[src/rtl/load_store_unit.sv]
// load_store_unit: bridges one datapath load/store request at a time onto a
// word-wide request/grant/response bus. Sub-word accesses are mapped onto
// byte enables and lane-shifted data; load data is re-aligned and extended.
// Optional feature macro: LSU_MISALIGNED_EN. When defined, misaligned accesses
// are split into two consecutive word transactions; when undefined they
// complete immediately with resp_err=1 and never touch the bus.
module load_store_unit #(
  parameter int XLEN = 32
) (
  input  logic            clk,
  input  logic            rst,
  input  logic            req_valid,
  output logic            req_ready,
  input  logic            req_we,
  input  logic [XLEN-1:0] req_addr,
  input  logic [1:0]      req_width,
  input  logic            req_signed,
  input  logic [XLEN-1:0] req_wdata,
  output logic            resp_valid,
  output logic [XLEN-1:0] resp_rdata,
  output logic            resp_err,
  output logic            bus_req,
  output logic            bus_we,
  output logic [XLEN-1:0] bus_addr,
  output logic [3:0]      bus_be,
  output logic [XLEN-1:0] bus_wdata,
  input  logic            bus_gnt,
  input  logic            bus_rvalid,
  input  logic [XLEN-1:0] bus_rdata
);

  localparam logic [1:0] WIDTH_BYTE = 2'd0;
  localparam logic [1:0] WIDTH_HALF = 2'd1;

  typedef enum logic [2:0] {
    IDLE   = 3'd0,
    ISSUE  = 3'd1,
    WAIT   = 3'd2,
    ISSUE2 = 3'd3,
    WAIT2  = 3'd4,
    RESP   = 3'd5
  } state_t;

  state_t r_state;
  state_t w_next_state;

  // Request fields kept for the whole access
  logic            r_we;
  logic [1:0]      r_off;
  logic [1:0]      r_width;
  logic            r_signed;
  logic            r_err;
  logic            r_split;

  // Registered bus drive plus the prepared second half of a split access
  logic            r_bus_we;
  logic [XLEN-1:0] r_bus_addr;
  logic [3:0]      r_bus_be;
  logic [XLEN-1:0] r_bus_wdata;
  logic [3:0]      r_be_hi;
  logic [XLEN-1:0] r_wdata_hi;
  logic [XLEN-1:0] r_lo_word;
  logic [XLEN-1:0] r_resp_rdata;

  // Incoming-request decode
  logic [5:0]      w_req_sh;
  logic [3:0]      w_base_be;
  logic [7:0]      w_be_full;
  logic            w_misaligned;
  logic [XLEN-1:0] w_wdata_lo;
  logic [XLEN-1:0] w_wdata_hi;

  // Load data re-alignment
  logic [5:0]      w_rd_sh;
  logic [XLEN-1:0] w_hi_word;
  logic [XLEN-1:0] w_lo_word;
  logic [XLEN-1:0] w_shifted;
  logic [XLEN-1:0] w_load_data;

  assign w_req_sh   = {1'b0, req_addr[1:0], 3'b000};
  assign w_be_full  = {4'b0000, w_base_be} << req_addr[1:0];
  assign w_wdata_lo = req_wdata << w_req_sh;
  assign w_wdata_hi = req_wdata >> (6'd32 - w_req_sh);

  assign w_rd_sh   = {1'b0, r_off, 3'b000};
  assign w_hi_word = (r_state == WAIT2) ? bus_rdata : '0;
  assign w_lo_word = (r_state == WAIT2) ? r_lo_word : bus_rdata;
  assign w_shifted = (w_lo_word >> w_rd_sh) | (w_hi_word << (6'd32 - w_rd_sh));

  assign req_ready  = (r_state == IDLE);
  assign bus_req    = (r_state == ISSUE) || (r_state == ISSUE2);
  assign resp_valid = (r_state == RESP);
  assign resp_err   = (r_state == RESP) && r_err;
  assign resp_rdata = r_resp_rdata;
  assign bus_we     = r_bus_we;
  assign bus_addr   = r_bus_addr;
  assign bus_be     = r_bus_be;
  assign bus_wdata  = r_bus_wdata;

  // Byte-enable pattern and alignment check for the request being offered
  always_comb begin
    w_base_be    = 4'b1111;
    w_misaligned = 1'b0;
    case (req_width)
      WIDTH_BYTE: w_base_be = 4'b0001;
      WIDTH_HALF: begin
        w_base_be    = 4'b0011;
        w_misaligned = (req_addr[1:0] == 2'd3);
      end
      default: begin
        w_base_be    = 4'b1111;
        w_misaligned = (req_addr[1:0] != 2'd0);
      end
    endcase
  end

  // Mask the re-aligned word to the access width and extend it
  always_comb begin
    w_load_data = w_shifted;
    case (r_width)
      WIDTH_BYTE: w_load_data = {{24{r_signed & w_shifted[7]}}, w_shifted[7:0]};
      WIDTH_HALF: w_load_data = {{16{r_signed & w_shifted[15]}}, w_shifted[15:0]};
      default:    w_load_data = w_shifted;
    endcase
  end

  // State register
  always_ff @(posedge clk) begin
    if (rst) begin
      r_state <= IDLE;
    end else begin
      r_state <= w_next_state;
    end
  end

  // Next-state logic; bus_rvalid only matters while waiting on the bus
  always_comb begin
    w_next_state = r_state;
    case (r_state)
      IDLE: begin
        if (req_valid) begin
`ifdef LSU_MISALIGNED_EN
          w_next_state = ISSUE;
`else
          w_next_state = w_misaligned ? RESP : ISSUE;
`endif
        end
      end
      ISSUE:  if (bus_gnt) w_next_state = WAIT;
      WAIT:   if (bus_rvalid) w_next_state = r_split ? ISSUE2 : RESP;
      ISSUE2: if (bus_gnt) w_next_state = WAIT2;
      WAIT2:  if (bus_rvalid) w_next_state = RESP;
      RESP:   w_next_state = IDLE;
      default: w_next_state = IDLE;
    endcase
  end

  // Latch the request, steer the bus between halves and capture response data
  always_ff @(posedge clk) begin
    if (rst) begin
      r_we         <= 1'b0;
      r_off        <= 2'd0;
      r_width      <= 2'd0;
      r_signed     <= 1'b0;
      r_err        <= 1'b0;
      r_split      <= 1'b0;
      r_bus_we     <= 1'b0;
      r_bus_addr   <= '0;
      r_bus_be     <= 4'b0000;
      r_bus_wdata  <= '0;
      r_be_hi      <= 4'b0000;
      r_wdata_hi   <= '0;
      r_lo_word    <= '0;
      r_resp_rdata <= '0;
    end else begin
      case (r_state)
        IDLE: begin
          if (req_valid) begin
            r_we        <= req_we;
            r_off       <= req_addr[1:0];
            r_width     <= req_width;
            r_signed    <= req_signed;
            r_bus_we    <= req_we;
            r_bus_addr  <= {req_addr[XLEN-1:2], 2'b00};
            r_bus_be    <= w_be_full[3:0];
            r_bus_wdata <= w_wdata_lo;
            r_be_hi     <= w_be_full[7:4];
            r_wdata_hi  <= w_wdata_hi;
`ifdef LSU_MISALIGNED_EN
            r_split     <= w_misaligned;
            r_err       <= 1'b0;
`else
            r_split     <= 1'b0;
            r_err       <= w_misaligned;
            if (w_misaligned) begin
              r_resp_rdata <= '0;
            end
`endif
          end
        end
        WAIT: begin
          if (bus_rvalid) begin
            if (r_split) begin
              r_lo_word   <= bus_rdata;
              r_bus_addr  <= r_bus_addr + 32'd4;
              r_bus_be    <= r_be_hi;
              r_bus_wdata <= r_wdata_hi;
            end else begin
              r_resp_rdata <= r_we ? '0 : w_load_data;
            end
          end
        end
        WAIT2: begin
          if (bus_rvalid) begin
            r_resp_rdata <= r_we ? '0 : w_load_data;
          end
        end
        default: begin
        end
      endcase
    end
  end

endmodule

[config.mk]
export PLATFORM = sky130hd
export DESIGN_NAME = load_store_unit
export DESIGN_NICKNAME = d
export VERILOG_FILES = /design/src/rtl/load_store_unit.sv
export SDC_FILE = /design/constraint.sdc
export NUM_CORES = 1
export LEC_CHECK = 0
export CAP_MARGIN = 30
export CORE_MARGIN = 1
export CORE_UTILIZATION = 40
export CTS_BUF_LIST = sky130_fd_sc_hd__clkbuf_4 sky130_fd_sc_hd__clkbuf_8 sky130_fd_sc_hd__clkbuf_16
export CTS_CLUSTER_DIAMETER = 150
export DETAILED_ROUTE_END_ITERATION = 10
export GPL_ROUTABILITY_DRIVEN = 0
export PLACE_DENSITY = 0.8
export SYNTH_ARGS = -nofsm -noshare
export SYNTH_HDL_FRONTEND = slang
export SYNTH_SLANG_ARGS = --single-unit
[constraint.sdc]
create_clock -name clk -period 3.36 [get_ports clk]
set_input_delay 0.672 -clock clk [delete_from_list [all_inputs] [get_ports clk]]
set_output_delay 0.672 -clock clk [all_outputs]
set_load 0.01 [all_outputs]
# [Word level (Yosys, flattened, before mapping)]
# Index checks and enable logic that the tools add are counted.
[totals] mem_bits_rw=0 latch_bits=0 regBits=110 in_bits=105 rom_bits=0 word_cells=68 output_inout_bits=105 mem_count=0
[op_classes] n_mul=0 eq_ne=14 div_mod_pow=0 reduce_logical=13 n_lt_le_gt_ge=0 shifts=4 bitwise_logic=4 addsub=1 muxes=22
[ops] cell="32-bit 2-to-1 mux" n=10
[ops] cell="32-bit one-hot mux with 2 select lines" n=2
[ops] cell="32-bit bitwise OR" n=1
[ops] cell="32-bit by 5-bit left shift with 32-bit output" n=1
[ops] cell="32-bit by 6-bit left shift with 32-bit output" n=1
[ops] cell="32-bit by 5-bit right shift with 32-bit output" n=1
[ops] cell="3-bit 2-to-1 mux" n=5
[ops] cell="3-bit one-hot mux with 4 select lines" n=1
[ops] cell="2-bit != test, second input constant" n=5
[ops] cell="5-bit AND reduction" n=2
[ops] cell="4-bit 2-to-1 mux" n=2
[ops] cell="4-bit one-hot mux with 2 select lines" n=1
[ops] cell="3-bit by 2-bit == test with 1-bit output, second input constant" n=2
[ops] cell="3-bit == test, second input constant" n=2
[ops] cell="6-bit by 5-bit subtractor with 6-bit output, first input constant" n=1
[ops] cell="2-bit by 1-bit == test with 1-bit output, second input constant" n=2
[ops] cell="2-bit zero test" n=2
[ops] cell="4-bit AND reduction" n=1
[ops] cell="2-bit nonzero test" n=2
[ops] cell="4-bit by 2-bit left shift with 4-bit output" n=1
[ops] cell="3-bit by 1-bit == test with 1-bit output, second input constant" n=1
[ops] cell="3-bit zero test" n=1
[ops] cell="3-bit nonzero test" n=1
[ops] cell="1-bit bitwise AND" n=2
[ops] cell="8 further kinds" n=8

# [Depth between registers and ports, before layout]
[logic_depth] ltp_word=9 mapped_depth=11 ltp_nobuf=7

# [Worst setup path after synthesis]
# No wires, ideal clock.
[synth_path] kind="register to register" start="register r_off[0]" end="register r_resp_rdata[13], in the netlist resp_rdata[13]" setup_slack_ps=842 required_time_ps=3286 t_arrival_ps=2444 synth_period_minus_slack_ps=2518 setup_time_ps=74 path_buffers=4 stages_incl_launch_ff=12 cell_sequence="dfxtp_1 buf_2 buf_2 inv_1 ha_1 or2_2 or2_1 clkbuf_2 buf_2 o22ai_1 nand2_1 a31oi_1"
[synth_between] elab_chain_cells=8 elab_cells_between_ends=9 classes_between="add/sub: 1; shift: 2; mux: 4; bitwise: 2"
[synth_rtl] element="start: declaration" line_no="49" source="logic [1:0] r_off;"
[synth_rtl] element="start signal: assignment" line_no="180" source="r_off <= req_addr[1:0];"
[synth_rtl] element="6-bit by 5-bit subtractor with 6-bit output" line_no="88" source="assign w_shifted = (w_lo_word >> w_rd_sh) | (w_hi_word << (6'd32 - w_rd_sh));"
[synth_rtl] element="32-bit by 6-bit left shift with 32-bit output" line_no="88"
[synth_rtl] element="32-bit bitwise OR *" line_no="88"
[synth_rtl] element="1-bit bitwise AND" line_no="121" source="WIDTH_BYTE: w_load_data = {{24{r_signed & w_shifted[7]}}, w_shifted[7:0]};"
[synth_rtl] element="32-bit one-hot mux with 2 select lines *" line_no="120" source="case (r_width)"
[synth_rtl] element="32-bit 2-to-1 mux *" line_no="209, 215"
[synth_rtl] element="32-bit 2-to-1 mux *" line_no="202" source="if (bus_rvalid) begin"
[synth_rtl] element="32-bit one-hot mux with 2 select lines *" line_no="176" source="case (r_state)"
[synth_rtl] element="end signal: assignment" line_no="209" source="r_resp_rdata <= r_we ? '0 : w_load_data;"
[synth_rtl] element="end signal: assignment" line_no="215" source="r_resp_rdata <= r_we ? '0 : w_load_data;"
[synth_rtl] element="end: declaration" line_no="63" source="logic [XLEN-1:0] r_resp_rdata;"
# Every way passes the cells marked *; elsewhere a longest branch is shown, timed or not. The select of a mux whose other input is x is not followed.
# A chain may end at the register's enable or synchronous reset.

# [Worst setup path after layout]
[layout_path] start="register r_state[0]" end="output resp_err"
[layout_between] elab_chain_cells=2
[layout_rtl] element="start: declaration" line_no="44" source="state_t r_state;"
[layout_rtl] element="start signal: assignment" line_no="132" source="r_state <= w_next_state;"
[layout_rtl] element="3-bit == test" line_no="93" source="assign resp_err = (r_state == RESP) && r_err;"
[layout_rtl] element="1-bit logical AND" line_no="93"
[layout_rtl] element="end: declaration" line_no="21" source="output logic resp_err,"
# Every way passes these cells.

==> flow_summary.ini <==
[global_route]
antenna_violations_before_repair = 0
globalRouteOverflowTotal = 0
grt_pass1_vias = 5245
total_global_route_track_usage_pct = 23.4
grt_first_pass_wirelength_um = 26200
grt_max_degree = 91

[die]
fp-row-count = 42
die_h_um = 118
initial_standard_cell_utilization_of_the_core_pct = 40.9
design.portCount = 210
core_area_um2 = 13200
die_area_um2 = 14000
die-width_um = 118

[synthesis]
netlist_area_um2 = 5400
yosysSeqAreaShare_pct = 40.1
synth_edf_count = 0
yosysUniqueCellTypes = 56
post-synth-top-count-cell = sky130_fd_sc_hd__nand2_1
post_synthesis_area_per_instance_um2 = 8.19
synthesis.yosys.warnings = 0
synth.largest_area_cell = sky130_fd_sc_hd__dfxtp_1
synthesis.instances = 659
synth-async-reset-ratio_pct = 0
yosys_register_bits = 108
post_synth_most_frequent_cells = sky130_fd_sc_hd__nand2_1 (109), sky130_fd_sc_hd__dfxtp_1 (108), sky130_fd_sc_hd__a21oi_1 (76)
synth_area_leaders = sky130_fd_sc_hd__dfxtp_1 (40%), sky130_fd_sc_hd__mux2i_1 (8.2%), sky130_fd_sc_hd__nand2_1 (7.6%)
yosys.area.top_type_share_pct = 40.1
synth_top_flop_cell = sky130_fd_sc_hd__dfxtp_1

[routing]
drt_wl_total_um = 16700
drtIter0Drc = 516
detail-route-antenna-nets = 0
drt_wl_cell_um = 16.5
remaining_drc_errors = 0
detail_route.first_pass.iterations = 5
routed_via_count_divided_by_cell_count = 5.49
detailroute.via_count = 5572

[clocking]
worst_skew_pair.late_latency_ns = 0.35
numCtsBuffers = 9
ctsHtreeMaxLevel = 3
clockRootBuffer = sky130_fd_sc_hd__clkbuf_16
clk_path_buf_depth = 2
cts.sinks = 108
postCtsResizedCells = 0
cts_tree = done
hold_buffers = 0
clk_pin_slew_ns = 0.07
postCtsSetupBuffers = 0

[sta]
setup_viol = 0
unrepaired_setup_endpoints_after_global_routing = no
timing.fmax_mhz = 373
timing.final.crit_period_ns = 2.68
worst-slew-pin-transition_ns = 0.921
timing.final.ws_setup_ns = 0.676
slew-limit-headroom_pct = 38.6
maxSlewViolCount = 0
finalHoldViolCount = 0
tns_ns = 0
skew_ns = 0.00815
fin_crit_sh_pct = 79.9

[finish]
area_delta_synth_final_pct = 46.3
final_nets = 940
seq_area_um2 = 2160
area_of_combinational_cells_with_multiple_inputs_um2 = 2960
post-route-util_pct = 59.8
fill_cells = 1128
layout-drive-gt1-share_pct = 6.56
n_antenna_cell = 0

[placement]
dp.final_hpwl_um = 11700
port-buffer-count = 207
pre_cts_slack_ns = 0.703

[critical_path]
cp-end-kind = output pin
cp_max_fo = 8
timing.critical_path.arrival_ns = 2.01
timing.setup.critical_path_class = reg -> out
critical_path_required_ns = 2.69
cp_num_buf_inv = 2
critPathMaxStageDelay_ns = 0.53
startpoint_type_of_the_worst_setup_path = flip-flop
worst_path_dominant_cell_family = buffers and inverters
r2r_cells = 6
cpMaxStageDelayCell = sky130_fd_sc_hd__clkdlybuf4s50_1
cells_traversed_along_the_worst_timing_path = inv_1 > nor3_1 > and2_1 > clkdlybuf4s50_1
crit_cells = 4

[power]
power.clock.fraction_pct = 32.7
vdd_drop_max_mv = 0.355
design_power_total_mw = 3.61
static-leakage-power_nw = 2.82
net-switching-power_mw = 1.04
power_density_nw_per_um2 = 457
combinationalPowerShare_pct = 27.5
p_seq_share_pct = 39.9
internal_cell_power_mw = 2.57
switching_share_pct = 28.9

[run_status]
status = finished clean

[hold_path]
min_path_cells = 2
holdCritPathClass = reg -> reg

[job]
cap_violations = 0
[area by class of cell]
cell class	count	area share, %
clock inverters	3	0.872
clock buffers	13	3.39
multi-input cells	487	37.5
inverters	7	0.333
well taps	176	2.79
repair buffers	221	27.7
flip-flops and latches	108	27.4
[power by group through the flow]
stage | sequential (mW) | clock, mW | combinational (mW)
global route | 1.45 | 1.24 | 1.07
floorplan | 1.49 | 0 | 0.508
global placement | 1.47 | 0 | 0.975
finish | 1.44 | 1.18 | 0.991
detailed placement | 1.47 | 0 | 0.981
CTS | 1.44 | 1.21 | 0.987
[metrics by stage]
step           instance area [µm²]  hold slack (ns)  instances
4_1_cts                       7890            0.456       1015
3_3_place_gp                  7550            0.439        999
2_1_floorplan                 5400            0.445        660
6_report                      7890            0.453       1015
3_5_place_dp                  7550            0.446        999
5_1_grt                       7890            0.471       1015
[sequential cells by signal, indices dropped and copies added (netlist names)]
register	flops
r_off	2
r_err	1
resp_rdata	32
r_width	2
r_state	3
bus_wdata	32
r_signed	1
bus_be	4
bus_we	1
bus_addr	30
[per-layer routing]
layer  up-vias  GRT usage, %  wire length, µm
li1       2719             -                -
met1      2568          28.9             7150
met2       244          37.1             7680
met3        41          7.48             1330
met4         0          10.7              569
met5         -             0                0
[kinds of logic (layout without fill, tap and decap cells)]
| group | Yosys count | count (layout) | share of synthesized area [%] |
|---|---|---|---|
| multiplexers | 51 | 51 | 9.83 |
| buffers and inverters | 65 | 244 | 5.24 |
| AND/OR/NAND/NOR | 236 | 236 | 19.6 |
| XOR/XNOR | 1 | 1 | 0.162 |
| adder cells (fa/ha/maj) | 1 | 1 | 0.232 |
| flip-flops | 108 | 108 | 40.1 |
| AO/OA/AOI/OAI | 196 | 196 | 24.7 |
| other | 1 | 2 | 0.0695 |
[cell usage in the layout, fill, tap and decap left out, drive strengths merged, types with 6 or more instances in the layout]
master / n
a2bb2oi: 7
buf: 16
a22oi: 6
nand3: 13
clkbuf: 13
mux2i: 44
dfxtp: 108
a21oi: 76
o221ai: 8
clkdlybuf4s50: 205
o2bb2ai: 17
a211oi: 28
mux2: 6
inv: 6
a32oi: 7
nor3: 24
nor2b: 14
a221oi: 9
o21ai: 10
nor2: 57
nand2: 109
[worst paths after layout]
kind,from,to,slack (ns)
setup / recovery,r_state[0],resp_err,0.68
hold / removal,bus_addr[29],bus_addr[29],0.45
setup reg to reg,r_state[2],resp_rdata[19],0.90
hold reg to reg,bus_addr[29],bus_addr[29],0.45
[worst register-to-register path, stage by stage, from the launching register on]
cell and delay, ns:
sky130_fd_sc_hd__dfxtp_1 0.51, sky130_fd_sc_hd__or3b_1 0.55, sky130_fd_sc_hd__buf_4 0.24, sky130_fd_sc_hd__or3_1 0.47, sky130_fd_sc_hd__nor2_4 0.28, sky130_fd_sc_hd__a21oi_1 0.18
sky130_fd_sc_hd__o2bb2ai_1 0.15
No activity file was read; power rests on OpenSTA's default activity.
